**src/rtl/riscv_divider_if.sv**
```systemverilog
`default_nettype none
// +-----------------------------------------------------------------------------+
// | Module : riscv_divider_if                                                   |
// | Brief  : Issue/write-back bundle between the issuing stage and the divider. |
// | Rev    : 1.0                                                                |
// +-----------------------------------------------------------------------------+
interface riscv_divider_if #(
  parameter int DataBitWidth    = 32,
  parameter int AddressBitWidth = 5
);
  logic                       start;
  logic [1:0]                 op;
  logic [DataBitWidth-1:0]    rs1_dat;
  logic [DataBitWidth-1:0]    rs2_dat;
  logic [AddressBitWidth-1:0] rd_in;
  logic                       busy;
  logic [AddressBitWidth-1:0] rd;
  logic                       rd_we;
  logic [DataBitWidth-1:0]    rd_wd;

  modport master (
    output start, op, rs1_dat, rs2_dat, rd_in,
    input  busy, rd, rd_we, rd_wd
  );

  modport slave (
    input  start, op, rs1_dat, rs2_dat, rd_in,
    output busy, rd, rd_we, rd_wd
  );
endinterface
`default_nettype wire

```
**src/rtl/riscv_divider.sv**
```systemverilog
`default_nettype none
// +-----------------------------------------------------------------------------+
// | Module : riscv_divider                                                      |
// | Brief  : RV32M DIV/DIVU/REM/REMU, restoring division, one bit per clock.    |
// |          Optional macro DIVIDER_EARLY_OUT_EN: 1-cycle divide-by-zero and    |
// |          signed-overflow results.                                           |
// | Rev    : 1.0                                                                |
// +-----------------------------------------------------------------------------+
module riscv_divider #(
  parameter int DataBitWidth    = 32,
  parameter int AddressBitWidth = 5
) (
  input  logic           clk,
  input  logic           rst_n,
  riscv_divider_if.slave bus
);
  localparam int c_CNT_WIDTH = $clog2(DataBitWidth) + 1;
  localparam logic [c_CNT_WIDTH-1:0] c_LAST_ITER = c_CNT_WIDTH'(DataBitWidth - 1);

  typedef enum logic [1:0] {
    S_IDLE = 2'd0,
    S_CALC = 2'd1,
    S_DONE = 2'd2
  } state_t;

  state_t                     r_state;
  logic                       r_busy;
  logic                       r_rd_we;
  logic [AddressBitWidth-1:0] r_rd;
  logic [DataBitWidth-1:0]    r_rd_wd;
  logic [AddressBitWidth-1:0] r_rd_lat;
  logic [c_CNT_WIDTH-1:0]     r_cnt;
  logic [DataBitWidth:0]      r_rem;
  logic [DataBitWidth-1:0]    r_quo;
  logic [DataBitWidth-1:0]    r_divisor;
  logic                       r_is_rem;
  logic                       r_neg_q;
  logic                       r_neg_r;
  logic                       r_div_zero;

  logic                       w_a_neg;
  logic                       w_b_neg;
  logic                       w_div_zero;
  logic [DataBitWidth-1:0]    w_a_mag;
  logic [DataBitWidth-1:0]    w_b_mag;
  logic [DataBitWidth+1:0]    w_rem_shift;
  logic [DataBitWidth+1:0]    w_diff;
  logic [DataBitWidth:0]      w_rem_next;
  logic [DataBitWidth-1:0]    w_quo_next;
  logic [DataBitWidth-1:0]    w_quo_res;
  logic [DataBitWidth-1:0]    w_rem_res;
  logic [DataBitWidth-1:0]    w_result;

  always_comb begin
    w_a_neg    = ~bus.op[0] & bus.rs1_dat[DataBitWidth-1];
    w_b_neg    = ~bus.op[0] & bus.rs2_dat[DataBitWidth-1];
    w_a_mag    = w_a_neg ? -bus.rs1_dat : bus.rs1_dat;
    w_b_mag    = w_b_neg ? -bus.rs2_dat : bus.rs2_dat;
    w_div_zero = (bus.rs2_dat == '0);

    // Dividend bits stream out of the quotient register's MSB into the remainder.
    w_rem_shift = {r_rem, r_quo[DataBitWidth-1]};
    w_diff      = w_rem_shift - {2'b00, r_divisor};
    if (w_diff[DataBitWidth+1]) begin
      w_rem_next = w_rem_shift[DataBitWidth:0];
      w_quo_next = {r_quo[DataBitWidth-2:0], 1'b0};
    end else begin
      w_rem_next = w_diff[DataBitWidth:0];
      w_quo_next = {r_quo[DataBitWidth-2:0], 1'b1};
    end

    // Signed overflow and the zero-divisor remainder fall out of the sign fix-up;
    // only the zero-divisor quotient needs forcing.
    w_quo_res = r_div_zero ? '1 : (r_neg_q ? -w_quo_next : w_quo_next);
    w_rem_res = r_neg_r ? -w_rem_next[DataBitWidth-1:0] : w_rem_next[DataBitWidth-1:0];
    w_result  = r_is_rem ? w_rem_res : w_quo_res;
  end

`ifdef DIVIDER_EARLY_OUT_EN
  localparam logic [DataBitWidth-1:0] c_MIN_INT = {1'b1, {(DataBitWidth-1){1'b0}}};
  logic                    w_ovf;
  logic [DataBitWidth-1:0] w_early_res;

  always_comb begin
    w_ovf = ~bus.op[0] & (bus.rs1_dat == c_MIN_INT) & (bus.rs2_dat == '1);
    if (w_div_zero) begin
      w_early_res = bus.op[1] ? bus.rs1_dat : '1;
    end else begin
      w_early_res = bus.op[1] ? '0 : bus.rs1_dat;
    end
  end
`endif

  always_ff @(posedge clk or negedge rst_n) begin
    if (!rst_n) begin
      r_state    <= S_IDLE;
      r_busy     <= 1'b0;
      r_rd_we    <= 1'b0;
      r_rd       <= '0;
      r_rd_wd    <= '0;
      r_rd_lat   <= '0;
      r_cnt      <= '0;
      r_rem      <= '0;
      r_quo      <= '0;
      r_divisor  <= '0;
      r_is_rem   <= 1'b0;
      r_neg_q    <= 1'b0;
      r_neg_r    <= 1'b0;
      r_div_zero <= 1'b0;
    end else begin
      r_rd_we <= 1'b0;
      case (r_state)
        S_IDLE: begin
          if (bus.start) begin
            r_busy     <= 1'b1;
            r_rd_lat   <= bus.rd_in;
            r_is_rem   <= bus.op[1];
            r_neg_q    <= w_a_neg ^ w_b_neg;
            r_neg_r    <= w_a_neg;
            r_div_zero <= w_div_zero;
            r_divisor  <= w_b_mag;
            r_quo      <= w_a_mag;
            r_rem      <= '0;
            r_cnt      <= '0;
`ifdef DIVIDER_EARLY_OUT_EN
            if (w_div_zero || w_ovf) begin
              r_state <= S_DONE;
              r_rd_we <= 1'b1;
              r_rd    <= bus.rd_in;
              r_rd_wd <= w_early_res;
            end else begin
              r_state <= S_CALC;
            end
`else
            r_state <= S_CALC;
`endif
          end
        end
        S_CALC: begin
          r_rem <= w_rem_next;
          r_quo <= w_quo_next;
          r_cnt <= r_cnt + 1'b1;
          if (r_cnt == c_LAST_ITER) begin
            r_state <= S_DONE;
            r_rd_we <= 1'b1;
            r_rd    <= r_rd_lat;
            r_rd_wd <= w_result;
          end
        end
        S_DONE: begin
          r_state <= S_IDLE;
          r_busy  <= 1'b0;
        end
        default: begin
          r_state <= S_IDLE;
          r_busy  <= 1'b0;
        end
      endcase
    end
  end

  assign bus.busy  = r_busy;
  assign bus.rd    = r_rd;
  assign bus.rd_we = r_rd_we;
  assign bus.rd_wd = r_rd_wd;
endmodule
`default_nettype wire
```
**src/flat_wrapper.sv**
```systemverilog
// flat-port wrapper written by rule: the top's interface ports become plain ports
module riscv_divider_flat 
#(
  parameter int DataBitWidth    = 32,
  parameter int AddressBitWidth = 5
)
  (clk, rst_n, bus_start, bus_op, bus_rs1_dat, bus_rs2_dat, bus_rd_in, bus_busy, bus_rd, bus_rd_we, bus_rd_wd);
  riscv_divider_if #(.DataBitWidth(DataBitWidth), .AddressBitWidth(AddressBitWidth)) bus_i ();
  input  logic clk;
  input  logic rst_n;
  input wire logic [$bits(bus_i.start)-1:0] bus_start;
  input wire logic [$bits(bus_i.op)-1:0] bus_op;
  input wire logic [$bits(bus_i.rs1_dat)-1:0] bus_rs1_dat;
  input wire logic [$bits(bus_i.rs2_dat)-1:0] bus_rs2_dat;
  input wire logic [$bits(bus_i.rd_in)-1:0] bus_rd_in;
  output wire logic [$bits(bus_i.busy)-1:0] bus_busy;
  output wire logic [$bits(bus_i.rd)-1:0] bus_rd;
  output wire logic [$bits(bus_i.rd_we)-1:0] bus_rd_we;
  output wire logic [$bits(bus_i.rd_wd)-1:0] bus_rd_wd;
  assign bus_i.start = bus_start;
  assign bus_i.op = bus_op;
  assign bus_i.rs1_dat = bus_rs1_dat;
  assign bus_i.rs2_dat = bus_rs2_dat;
  assign bus_i.rd_in = bus_rd_in;
  assign bus_busy = bus_i.busy;
  assign bus_rd = bus_i.rd;
  assign bus_rd_we = bus_i.rd_we;
  assign bus_rd_wd = bus_i.rd_wd;
  riscv_divider #(.DataBitWidth(DataBitWidth), .AddressBitWidth(AddressBitWidth)) u_core (.clk(clk), .rst_n(rst_n), .bus(bus_i));
endmodule
```
**config.mk**
```make
export PLATFORM = sky130hd
export DESIGN_NAME = riscv_divider_flat
export DESIGN_NICKNAME = d
export VERILOG_FILES = /design/src/rtl/riscv_divider_if.sv /design/src/rtl/riscv_divider.sv /design/src/flat_wrapper.sv
export SDC_FILE = /design/constraint.sdc
export NUM_CORES = 1
export LEC_CHECK = 0
export CORE_UTILIZATION = 59
export DETAILED_ROUTE_END_ITERATION = 10
export GPL_TIMING_DRIVEN = 0
export PLACE_DENSITY = 0.83
export SLEW_MARGIN = 20
export SYNTH_ARGS = -nofsm -noshare
export SYNTH_HDL_FRONTEND = slang
export SYNTH_SLANG_ARGS = --single-unit
```
**constraint.sdc**
```tcl
create_clock -name clk -period 5.5 [get_ports clk]
set_input_delay 1.1 -clock clk [delete_from_list [all_inputs] [get_ports clk]]
set_output_delay 1.1 -clock clk [all_outputs]
set_load 0.05 [all_outputs]
```
After elaboration in Yosys (flattened, before gate mapping):

Cells that the tools add are included.

* input port bits: 74
* memories: 0
* bits in writable memories: 0
* latch bits: 0
* output and inout port bits: 39
* ROM bits: 0
* bits in registers: 153
* logic and storage cells: 58

* equality and inequality tests: 4
* div/mod/pow operators: 0
* shifts and indexed selects: 0
* $add $sub $neg: 6
* bitwise operators: 5
* muxes and demuxes: 21
* magnitude comparators: 0
* $mul: 0
* reductions and logical operators: 8

Operator list (count)
* $mux W32: 7
* $neg A32 Y32: 4
* $mux W33: 2
* $pmux W33 S2: 1
* $pmux W32 S2: 1
* $sub A34 B32 Y34: 1
* $logic_not A32 Y1: 1
* $pmux W6 S2: 1
* $reduce_and A2 Y1: 5
* $add A6 B1 Y6 const B: 1
* $eq A6 B5 Y1 const B: 1
* $mux W6: 1
* $mux W1: 4
* $mux W2: 2
* $pmux W2 S2: 1
* $and A1 B1 Y1: 2
* $eq A2 B1 Y1 const B: 1
* $logic_not A2 Y1: 1
* $ne A2 B1 Y1 const B: 1
* $ne A2 B2 Y1 const B: 1
* $not A1 Y1: 2
* $pmux W1 S2: 1
* $reduce_bool A2 Y1: 1
* $xor A1 B1 Y1: 1

Logic depth before layout (Yosys ltp):

* depth in word-level cells: 6
* depth in mapped cells: 22
* gate-level depth less buffers: 19

Worst setup path after synthesis:

OpenSTA, ideal clock, no wires.

* path type: reg-to-reg
* start: register u_core.r_rem[3]
* end: register u_core.r_rd_wd[28], in the netlist u_core.bus.rd_wd[28]
* data required time: 5.362 ns
* library setup time: 0.138 ns
* stages on the path, launching flop included: 21
* data arrival time: 4.506 ns
* path slack: 0.857 ns
* clock period less this slack: 4.643 ns
* buffers on the path: 2
* cell sequence: dfrtp_1 -> ha_1 -> a21o_1 -> a31oi_4 -> a211oi_2 -> o311a_1 -> o211a_4 -> inv_2 -> clkbuf_1 -> clkbuf_1 -> ha_1 -> nand2b_1 -> or3_1 -> nand2b_1 -> nand2b_1 -> o31ai_1 -> xnor2_1 -> o21ai_0 -> nor2_1 -> mux2i_1 -> o211ai_1

* word-level cells in the longest chain between the ends: 6
* elaborated cells between the ends (all ways): 9
* those cells by class: 3 x add/sub; 6 x mux

RTL lines
* start, declared: line riscv_divider.sv:33 `logic [DataBitWidth:0] r_rem;`
* start signal, assigned: line riscv_divider.sv:140 `r_rem <= w_rem_next;`
* $sub A34 B32 Y34: line riscv_divider.sv:63 `w_diff = w_rem_shift - {2'b00, r_divisor};`
* $mux W1: line riscv_divider.sv:64 `if (w_diff[DataBitWidth+1]) begin`
* $neg A32 Y32: line riscv_divider.sv:74 `w_quo_res = r_div_zero ? '1 : (r_neg_q ? -w_quo_next : w_quo_next);`
* $mux W32 (2 in a row): line riscv_divider.sv:74
* $mux W32 (*): line riscv_divider.sv:76 `w_result = r_is_rem ? w_rem_res : w_quo_res;`
* end signal, assigned: line riscv_divider.sv:147 `r_rd_wd <= w_result;`
* end, declared: line riscv_divider.sv:30 `logic [DataBitWidth-1:0] r_rd_wd;`

Mark *: on every way between the ends. The rest lies on a longest branch, timed or not.
A chain may end at the register's enable or synchronous reset.

Worst setup path after layout:

Ends and elaborated chain as after synthesis.

==> results.tsv <==
metric	value	unit
Syn Nets	1493	
Crit path largest cell delay	460	ps
Hold Path Class	register to register	
CP max FO	12	
WL/cell	19.6	um
hpwl dp	26700	um
Seq pwr share	0.222	
vias in the first global route	10637	
Synth area leaders	dfrtp_1 34%, o21ai_0 7.4%, nand2_1 6.5%	
worst-path cell chain	ha_1 > a21o_1 > a31oi_4 > a211oi_2 > o311a_1 > o211a_4 > inv_2 > clkbuf_4 > ha_1 > nand2b_1 > or3_1 > nand2b_1 > nand2b_1 > o31ai_1 > xnor2_1 > o21ai_0 > nor2_1 > mux2i_1 > o211ai_1	
number of synthesized flops with an enable pin	0	
Post-synth ARST share	1.00	
fraction of layout cells with a size suffix above 1	0.0446	
Post-DRT Antenna Nets	0	
Required @ worst endpoint	5790	ps
R2R cell count	19	
pin count of the biggest net entering global routing	83	
CP most frequent cell	nand2b_1	
slowest CP cell	dfrtp_1	
shortest period the worst path allows	5240	ps
Die W	141	um
Hold Fails Final Rpt	0	
VDD IR max	0.000504	V
met3 WL post-DR	3100	um
final worst setup slack	261	ps
net switching power	4.40	mW
Clk pwr share	0.149	
M1 WL	15000	um
Clock Pin Slew Worst Setup and Hold Paths	70	ps
TritonRoute pass-1 iters	8	
crit start category	register	
Post-CTS Setup Bufs	0	
hold_ws	470	ps
Crit path depth	19	
syn avg cell area	8.25	um2
RSZ-0062 raised after global routing	false	
final wirelength	35000	um
vias per inst	6.41	
CP endpoint kind	register	
fill count	1522	
kind of critical path	register to register	
CP endpoint	u_core.bus.rd_wd[28]	
worst slew pin tran	1120	ps
WL met2	15900	um
reg2reg end	u_core.bus.rd_wd[28]	
initial antenna violation count	0	
crit path DAT	5530	ps
# IOs	113	
Synth Flop Type	dfrtp_1	
Total Power	8.74	mW
via count	11441	
# setup viols final	0	
largest area contributor in the netlist	dfrtp_1	
Initial Utilization	0.605	
Overall Global Routing Usage	0.358	
port bufs	112	
nets	1624	
final instance area	13500	um2
DR top layer	met4	
Power Density	647	nW/um2
DRC violations left	0	
Inserted Clock Buffers	17	
sequential area share after synthesis	0.336	
placed cells	1754	
Yosys top cell area share	0.336	
clock sink count	153	
die height	141	um
GRT overflow	0	
Gate power share	0.630	
Core Region	18800	um2
H-tree level count	4	
crit path from	u_core.r_rem[3]	
Finished Layout Cells	1784	
LEAKAGE	5.56	nW
Cell Area, Synth	11400	um2
synth unique cells	79	
first-pass GRT wire length	55400	um
Buf/Inv on CP	2	
yosys warns	0	
hold_buf cts	0	
clk root buf	clkbuf_16	
sw frac	0.504	
CTS tree	done	
register bit total from synthesis	153	
delay-heaviest family, CP	compound AO/OA/AOI/OAI gates	
reg2reg start	u_core.r_rem[3]	
clk_skew	12.5	ps
Slew HR	0.253	
P&R area growth vs syn	18.7	%
fmax	0.191	GHz
clock buffer depth	2	
FP Rows	50	
internal power	4.34	mW
worst skew pair latency	440	ps
DIE AREA	19900	um2
Post-Syn Instances	1381	
Max Slew Vio Count	0	
GP Congestion	0.944	
ANT cells	0	
Max-Cap Viols	0	
Placed Area	12900	um2
fin crit share	0.953	
Initial DRC Count	1175	
Setup Slack @ Placement	-266	ps
reg2reg setup slack	260	ps
status	finished clean	
-- cell families after synthesis --
group | after synthesis | share of synthesized area
and+or+nand+nor | 422 | 0.174
adders and majority gates | 38 | 0.0424
xor gates and xnor gates | 137 | 0.105
DFF | 153 | 0.336
AOI/OAI and AO/OA | 467 | 0.269
muxes | 31 | 0.0275
buffers and inverters | 133 | 0.0451
-- worst min-delay path by stage --
stage,endpoint,startpoint,depth (start not counted)
finish,u_core.bus.rd[4],u_core.r_rd_lat[4],2
detailed placement,u_core.bus.rd[4],u_core.r_rd_lat[4],2
floorplan,u_core.bus.rd[0],u_core.r_rd_lat[0],2
CTS,u_core.bus.rd[4],u_core.r_rd_lat[4],2
global route,u_core.bus.rd[4],u_core.r_rd_lat[4],2
global placement,u_core.bus.rd[1],u_core.r_rd_lat[1],2
-- state kept, by name, indices dropped and copies added, names as in the netlist --
name	flops
u_core.bus.rd	5
u_core.r_state	2
u_core.r_divisor	32
u_core.bus.rd_wd	32
u_core.r_rem	33
u_core.r_neg_r	1
u_core.bus.busy	1
u_core.r_rd_lat	5
u_core.r_quo	32
u_core.r_div_zero	1
u_core.r_cnt	6
u_core.r_is_rem	1
u_core.bus.rd_we	1
u_core.r_neg_q	1
-- layout make-up --
| class | count | area, um2 | share of cell area |
|---|---|---|---|
| repair buffers | 113 | 1150 | 0.0853 |
| clock inverters | 14 | 211 | 0.0156 |
| plain buffers | 73 | 293 | 0.0217 |
| well taps | 260 | 325 | 0.0241 |
| multi-input cells | 1095 | 7060 | 0.522 |
| clock buffers | 17 | 425 | 0.0315 |
| inverters | 59 | 221 | 0.0164 |
| flip-flops and latches | 153 | 3830 | 0.283 |
-- power groups by stage --
| stage | clock network, mW | registers, mW | logic [mW] |
|---|---|---|---|
| after floorplan | 0 | 1.97 | 3.87 |
| after global placement | 0 | 1.93 | 5.20 |
| after detailed placement | 0 | 1.93 | 5.32 |
| after CTS | 1.31 | 1.92 | 5.36 |
| after global routing | 1.36 | 1.97 | 5.98 |
| final | 1.30 | 1.94 | 5.50 |
-- layout by cell type (no fill, tap or decap), types with 5 or more instances in the layout --
master	n
a211oi_1	6
a21o_1	33
a21oi_1	64
a221oi_1	16
a22oi_1	33
a31oi_1	21
and2_1	7
and3_1	8
buf_1	7
buf_2	5
clkbuf_1	58
clkbuf_16	17
clkdlybuf4s50_1	111
dfrtp_1	153
ha_1	37
inv_1	58
mux2i_1	29
nand2_1	197
nand2b_1	19
nand3_1	11
nand4_1	10
nor2_1	59
nor2b_1	10
nor3_1	34
nor3b_1	6
nor4_1	12
o211ai_1	10
o21a_1	11
o21ai_0	169
o22ai_1	7
o31ai_1	28
o41ai_1	11
or2_2	6
or3_1	23
or4_1	12
xnor2_1	73
xor2_1	64
-- what timing repair did --
item	in CTS	in global routing
setup endpoints to repair	4	1
gates resized for setup	1	4
pin swaps	0	0
-- cell usage after synthesis (3+ instances only) --
cell type	count
clkbuf_1	60
a21oi_1	64
xor2_1	64
o22ai_1	7
nor4_1	12
buf_2	5
o2111ai_1	3
a31oi_1	21
o21ai_0	169
nor3_1	34
nand4b_1	3
or2_2	6
nand2_1	197
and3_1	8
a21oi_2	4
or3_1	23
a22o_1	4
a22oi_1	33
nand2b_1	19
a41o_1	3
a221oi_1	16
a211oi_1	6
o21a_1	11
nor2_1	59
mux2i_1	29
ha_1	37
dfrtp_1	153
a21o_1	33
nor2b_1	10
inv_1	58
or4_1	12
o211ai_1	10
buf_1	7
xnor2_1	73
o21bai_1	4
nand3_1	11
a211o_1	4
nor3b_1	6
o41ai_1	11
and2_1	7
o31ai_1	28
a21boi_0	4
nand4_1	10
-- stage by stage --
step,utilization,setup TNS [ps]
floorplan,-,0
global placement,0.682,-439070
detailed placement,0.684,-316
CTS,0.717,0
global route,0.718,0
finish,0.718,0
-- layer usage --
metal | track usage | up-vias
met1 | 0.501 | 5475
met3 | 0.0703 | 74
met5 | 0 | -
li1 | - | 5280
met2 | 0.553 | 612
met4 | 0.126 | 0
-- worst register-to-register path: stages (launching register included) --
cell and delay [ps]:
dfrtp_1 460, ha_1 430, a21o_1 280, a31oi_4 240, a211oi_2 180, o311a_1 340
o211a_4 300, inv_2 230, clkbuf_4 330, ha_1 220, nand2b_1 120, or3_1 440
nand2b_1 280, nand2b_1 230, o31ai_1 310, xnor2_1 130, o21ai_0 240, nor2_1 70
mux2i_1 170, o211ai_1 110
(Power assumes the default switching activity.)
